$ cat config.mk
export PLATFORM = sky130hd
export DESIGN_NAME = dram_ring_reader
export DESIGN_NICKNAME = d
export VERILOG_FILES = /design/src/rtl/dram_ring_reader.sv
export SDC_FILE = /design/constraint.sdc
export NUM_CORES = 1
export LEC_CHECK = 0
export ABC_CLOCK_PERIOD_IN_PS = 2450
export CORE_AREA = 2 2 99 101
export CTS_CLUSTER_DIAMETER = 50
export CTS_CLUSTER_SIZE = 10
export DETAILED_ROUTE_END_ITERATION = 16
export DIE_AREA = 0 0 101 103
export GPL_TIMING_DRIVEN = 1
export PLACE_DENSITY = 0.79
export SLEW_MARGIN = 20
export SYNTH_ARGS = -nofsm -noshare
export SYNTH_HDL_FRONTEND = slang
export SYNTH_SLANG_ARGS = --single-unit
$ cat constraint.sdc
create_clock -name clk -period 2.45 [get_ports clk]
set_input_delay 0.49 -clock clk [delete_from_list [all_inputs] [get_ports clk]]
set_output_delay 0.49 -clock clk [all_outputs]
set_load 0.005 [all_outputs]
$ cat src/rtl/dram_ring_reader.sv
// dram_ring_reader: streams a circular DRAM address window into BRAM in bursts of BEATS reads.
// Optional rd_val timeout/retry is built in when DRAM_RING_RD_TIMEOUT_EN is defined.
module dram_ring_reader #(
    parameter int AW        = 24,
    parameter int DEPTH     = 16777216,
    parameter int BEATS     = 3,
    parameter int START_DLY = 4,
    parameter int TIMEOUT   = 64
) (
    input  logic          clk,
    input  logic          rst,
    input  logic          en,
    input  logic [AW-1:0] start_addr,
    input  logic [AW-1:0] stop_addr,
    output logic [AW-1:0] dram_addr,
    output logic          en_read,
    input  logic          rd_val,
    output logic          write_bram,
    input  logic          bram_full,
    output logic          busy,
    output logic          done,
    output logic [7:0]    beat_cnt,
    output logic [7:0]    wrap_cnt,
    output logic [3:0]    state,
    output logic [7:0]    err_cnt
);

    typedef enum logic [3:0] {
        ST_IDLE  = 4'd0,
        ST_DELAY = 4'd1,
        ST_ISSUE = 4'd2,
        ST_WAIT  = 4'd3,
        ST_BEAT  = 4'd4,
        ST_WRITE = 4'd5,
        ST_HOLD  = 4'd6,
        ST_DONE  = 4'd7
    } state_t;

    localparam logic [AW:0]   DEPTH_W   = (AW+1)'(DEPTH);
    localparam logic [AW-1:0] LAST_ADDR = AW'(DEPTH - 1);
    localparam logic [7:0]    BEATS_W   = 8'(BEATS);
    localparam logic [7:0]    DLY_W     = 8'(START_DLY);

    state_t        state_r;
    logic [AW-1:0] addr_r;
    logic [AW-1:0] stop_r;
    logic [7:0]    beat_r;
    logic [7:0]    wrap_r;
    logic [7:0]    dly_r;
    logic          en_read_r;
    logic          busy_r;
    logic          done_r;
    logic          last_r;
    logic          write_s;

`ifdef DRAM_RING_RD_TIMEOUT_EN
    localparam logic [15:0] WAIT_LIM = 16'(TIMEOUT - 1);
    logic [15:0] wait_r;
    logic [7:0]  err_r;
`else
    logic unused_timeout_s;
    assign unused_timeout_s = (TIMEOUT > 0);
`endif

    function automatic logic [AW-1:0] clamp_addr(input logic [AW-1:0] a);
        if ({1'b0, a} >= DEPTH_W) begin
            return {AW{1'b0}};
        end else begin
            return a;
        end
    endfunction

    function automatic logic [AW-1:0] next_addr(input logic [AW-1:0] a);
        if (a == LAST_ADDR) begin
            return {AW{1'b0}};
        end else begin
            return a + {{(AW-1){1'b0}}, 1'b1};
        end
    endfunction

    function automatic logic [7:0] next_wrap(input logic [7:0] w, input logic [AW-1:0] a);
        if ((a == LAST_ADDR) && (w != 8'hFF)) begin
            return w + 8'd1;
        end else begin
            return w;
        end
    endfunction

    // The write strobe must follow bram_full within the cycle so a falling full releases HOLD at once
    assign write_s = ((state_r == ST_WRITE) || (state_r == ST_HOLD)) && !bram_full;

    // Sequencer FSM with its address, burst, wrap and strobe registers
    always_ff @(posedge clk or negedge rst) begin
        if (!rst) begin
            state_r   <= ST_IDLE;
            addr_r    <= {AW{1'b0}};
            stop_r    <= {AW{1'b0}};
            beat_r    <= 8'd0;
            wrap_r    <= 8'd0;
            dly_r     <= 8'd0;
            en_read_r <= 1'b0;
            busy_r    <= 1'b0;
            done_r    <= 1'b0;
            last_r    <= 1'b0;
`ifdef DRAM_RING_RD_TIMEOUT_EN
            wait_r    <= 16'd0;
            err_r     <= 8'd0;
`endif
        end else begin
            en_read_r <= 1'b0;
            case (state_r)
                ST_IDLE: begin
                    if (en) begin
                        addr_r  <= clamp_addr(start_addr);
                        stop_r  <= stop_addr;
                        beat_r  <= 8'd0;
                        wrap_r  <= 8'd0;
                        dly_r   <= 8'd0;
                        last_r  <= 1'b0;
                        busy_r  <= 1'b1;
                        state_r <= ST_DELAY;
                    end
                end
                ST_DELAY: begin
                    if (dly_r == DLY_W) begin
                        en_read_r <= 1'b1;
                        state_r   <= ST_ISSUE;
                    end else begin
                        dly_r <= dly_r + 8'd1;
                    end
                end
                ST_ISSUE: begin
`ifdef DRAM_RING_RD_TIMEOUT_EN
                    wait_r  <= 16'd0;
`endif
                    state_r <= ST_WAIT;
                end
                ST_WAIT: begin
                    if (rd_val) begin
                        state_r <= ST_BEAT;
`ifdef DRAM_RING_RD_TIMEOUT_EN
                    end else if (wait_r == WAIT_LIM) begin
                        // Retry the same address; the burst count is untouched
                        en_read_r <= 1'b1;
                        state_r   <= ST_ISSUE;
                        if (err_r != 8'hFF) begin
                            err_r <= err_r + 8'd1;
                        end
                    end else begin
                        wait_r <= wait_r + 16'd1;
`endif
                    end
                end
                ST_BEAT: begin
                    beat_r <= beat_r + 8'd1;
                    if ((addr_r == stop_r) || ((beat_r + 8'd1) == BEATS_W)) begin
                        last_r  <= (addr_r == stop_r);
                        state_r <= ST_WRITE;
                    end else begin
                        addr_r    <= next_addr(addr_r);
                        wrap_r    <= next_wrap(wrap_r, addr_r);
                        en_read_r <= 1'b1;
                        state_r   <= ST_ISSUE;
                    end
                end
                ST_WRITE, ST_HOLD: begin
                    if (bram_full) begin
                        state_r <= ST_HOLD;
                    end else if (last_r) begin
                        busy_r  <= 1'b0;
                        done_r  <= 1'b1;
                        state_r <= ST_DONE;
                    end else begin
                        addr_r    <= next_addr(addr_r);
                        wrap_r    <= next_wrap(wrap_r, addr_r);
                        beat_r    <= 8'd0;
                        en_read_r <= 1'b1;
                        state_r   <= ST_ISSUE;
                    end
                end
                ST_DONE: begin
                    if (!en) begin
                        done_r  <= 1'b0;
                        state_r <= ST_IDLE;
                    end
                end
                default: begin
                    busy_r  <= 1'b0;
                    done_r  <= 1'b0;
                    state_r <= ST_IDLE;
                end
            endcase
        end
    end

    assign dram_addr  = addr_r;
    assign en_read    = en_read_r;
    assign write_bram = write_s;
    assign busy       = busy_r;
    assign done       = done_r;
    assign beat_cnt   = beat_r;
    assign wrap_cnt   = wrap_r;
    assign state      = state_r;
`ifdef DRAM_RING_RD_TIMEOUT_EN
    assign err_cnt    = err_r;
`else
    assign err_cnt    = 8'd0;
`endif

endmodule

==> impl_metrics.toml <==
[outcome]
status = "finished clean"

[floorplan]
design.core.area_um2 = 9459
initial_core_util = 0.4868
pin_count = 109
die_area_um2 = 10400
chipHeight_um = 103
die_w_um = 101
rows = 36

[pwr]
clockPowerShare = 0.158
pwr-share-comb = 0.481
total_power_mw = 6.241
p_leak_nw = 2.709
cellPowerDensity_nw_per_um2 = 1000
p_sw_mw = 2.488
p_int_mw = 3.754
pwr-share-seq = 0.361
power.share.switching = 0.3986
ir_drop_v = 0.0005618

[detailed_routing]
drt-pass1-iter-count = 5
drc = 0
num_vias = 4687
totalWireLength_mm = 13.32
viasPerCell = 5.794
antenna_left = 0
wire_per_inst_um = 16.46
drt_iter0_drc = 276

[layout]
multi_input_area_um2 = 2449
finalNonFillerCells = 809
mostFrequentLayoutCells = "115 x nand2_1, 98 x clkdlybuf4s50_1, 76 x dfrtp_1"
n_antenna_cell = 0
areaGrowthSynthToFinish_pct = 35.52
finish.utilization = 0.6597
layout_commonest_cell = "nand2_1"
fillers = 778
drive_gt1_frac = 0.1223
layout.area.seq_um2 = 1981
final_nets = 749

[sta]
clock_skew_ns = 0.01336
hold_viol = 0
slew_violations = 0
holdWs_ns = 0.05803
final.min_clock_period_ns = 2.360
tightest_slew_ns = 0.5472
fmax_mhz = 423.7
post-route-period-util = 0.9634
tns_ns = 0
relSlewSlack = 0.6338
finalSetupViolations = 0

[logic_synthesis]
async_flop_share = 1.000
syn_inst = 556
synth_edf_count = 0
yosysUniqueCellTypes = 53
synth_seq_area_share = 0.4293
syn_avg_cell_area_um2 = 8.281
synth_top_family_by_area = "simple AND/OR/NAND/NOR gates"
synth_compound_area_frac = 0.1712
dominantRegCellSynth = "dfrtp_1"
synth-simple-area-share = 0.2497
ys_warn_count = 0
syn_area_um2 = 4604
synthXorXnorAreaFrac = 0.07228
synthAdderAreaFrac = 0.01848
muxShareOfSynthArea = 0.004348
ys_seq_elements = 79

[cts]
clock-sinks = 79
clk_pin_slew_ns = 0.09
holdBufCountCts = 0
numCtsBuffers = 9
cts_root_buffer = "clkbuf_8"
cts_tree = "done"
clk_latency_ns = 0.36
cts_buffer_depth = 2
cts.htree.levels = 3

[placement]
dp_hpwl_mm = 9.512
placedCellCount = 785
portBuffers = 99
gp_congestion = 0.8944

[global_route]
grt_pass1_vias = 4353
antenna_found_initial = 0
gr-total-overflow = 0
grt_pass1_wl_mm = 21.09
grt_max_degree = 51
grt_usage = 0.2579

[critical_path]
crit_fanout = 7
cp-end-kind = "register"
start_kind = "primary input"
critical_path_arrival_ns = 2.66
crit_type = "primary input to register"
crit_required_ns = 2.75

[min_path]
min_path_type = "primary input to asynchronous set/reset pin"

[run]
drv_cap = 0
-- what timing repair did --
| item | 4_1_cts | 5_1_grt |
|---|---|---|
| resized for setup | 4 | 7 |
| pin swaps | 0 | 3 |
| endpoints found under the setup margin | 10 | 27 |
| gates cloned | 0 | 0 |
| buffers inserted | 0 | 8 |
-- metrics by stage --
step           instance area (um^2)  setup WS (ns)
4_1_cts                        6150        0.02721
3_5_place_dp                   5943        -0.2500
5_1_grt                        6240      -0.002221
2_1_floorplan                  4634         0.2704
3_3_place_gp                   5943        -0.1703
6_report                       6240        0.08970
-- synth_stat cells, drive strengths merged (4+ instances only) --
master	count	area share
nand2b	4	0.0054
a21oi	28	0.030
nor4	7	0.011
buf	16	0.024
and2	11	0.015
dfrtp	79	0.43
o21ai	61	0.067
clkbuf	25	0.020
a32oi	6	0.015
nand2	115	0.094
xnor2	29	0.055
nand3	26	0.028
inv	12	0.0098
ha	6	0.016
nand4	15	0.020
nor2	32	0.026
and3	10	0.014
a31oi	7	0.0095
xor2	9	0.017
and4	5	0.010
nor3	16	0.017
-- worst max-delay path: stages --
cell and delay, ns:
clkdlybuf4s50_1 0.43, or2_1 0.24, maj3_1 0.38, o21ai_1 0.18, buf_4 0.16, o21ai_4 0.09
buf_4 0.16, or4_1 0.46, nand2_1 0.07
-- worst paths after layout --
path / slack, ns / end / startpoint / cells past startpoint
worst max-delay path: 0.09 / wrap_cnt[0]$_DFFE_PN0P_ / bram_full / 9
worst min-delay path: 0.06 / en_read$_DFF_PN0_ / rst / 1
worst max register to register: 0.11 / wrap_cnt[0]$_DFFE_PN0P_ / beat_cnt[0]$_DFFE_PN0P_ / 8
worst min register to register: 0.50 / stop_r[13]$_DFFE_PN0P_ / stop_r[13]$_DFFE_PN0P_ / 2
max in group asynchronous: 1.77 / state[2]$_DFFE_PN0P_ / rst / 2
min in group clk: 0.50 / stop_r[13]$_DFFE_PN0P_ / stop_r[13]$_DFFE_PN0P_ / 2
-- cells by family after synthesis --
| kind of cell | Yosys count |
|---|---|
| DFF | 79 |
| xor gates and xnor gates | 38 |
| muxes | 2 |
| AOI/OAI and AO/OA | 129 |
| buffers and inverters | 53 |
| and+or+nand+nor | 247 |
| other | 1 |
| adders and majority gates | 7 |
-- power by group through the flow --
stage / clock (mW) / combinational, mW / sequential, mW
2_1_floorplan: 0 / 1.58 / 2.18
3_3_place_gp: 0 / 2.73 / 2.27
3_5_place_dp: 0 / 2.82 / 2.28
4_1_cts: 0.987 / 2.86 / 2.27
5_1_grt: 1.06 / 3.30 / 2.31
6_report: 0.987 / 3.00 / 2.25
-- registers in the layout, indices dropped and copies added (netlist names) --
register and count:
dram_addr 24, stop_r 24, beat_cnt 8, dly_r 8
wrap_cnt 8, state 3, busy 1, done 1
en_read 1, last_r 1
-- metal layers --
| metal | GRT usage | vias to the layer above | wire (um) |
|---|---|---|---|
| met3 | 0.03051 | 23 | 765 |
| met2 | 0.4333 | 227 | 6671 |
| met5 | 0 | - | 0 |
| met1 | 0.3473 | 2242 | 5633 |
| li1 | - | 2195 | - |
| met4 | 0.09148 | 0 | 249 |
-- cell type report --
type | instances | area share
clock inverter | 4 | 0.007219
inverter | 12 | 0.007219
tap | 114 | 0.02286
timing repair buffer | 156 | 0.2296
sequential | 79 | 0.3174
multi-input combinational | 432 | 0.3924
clock buffer | 12 | 0.02326
(Power assumes the default switching activity.)
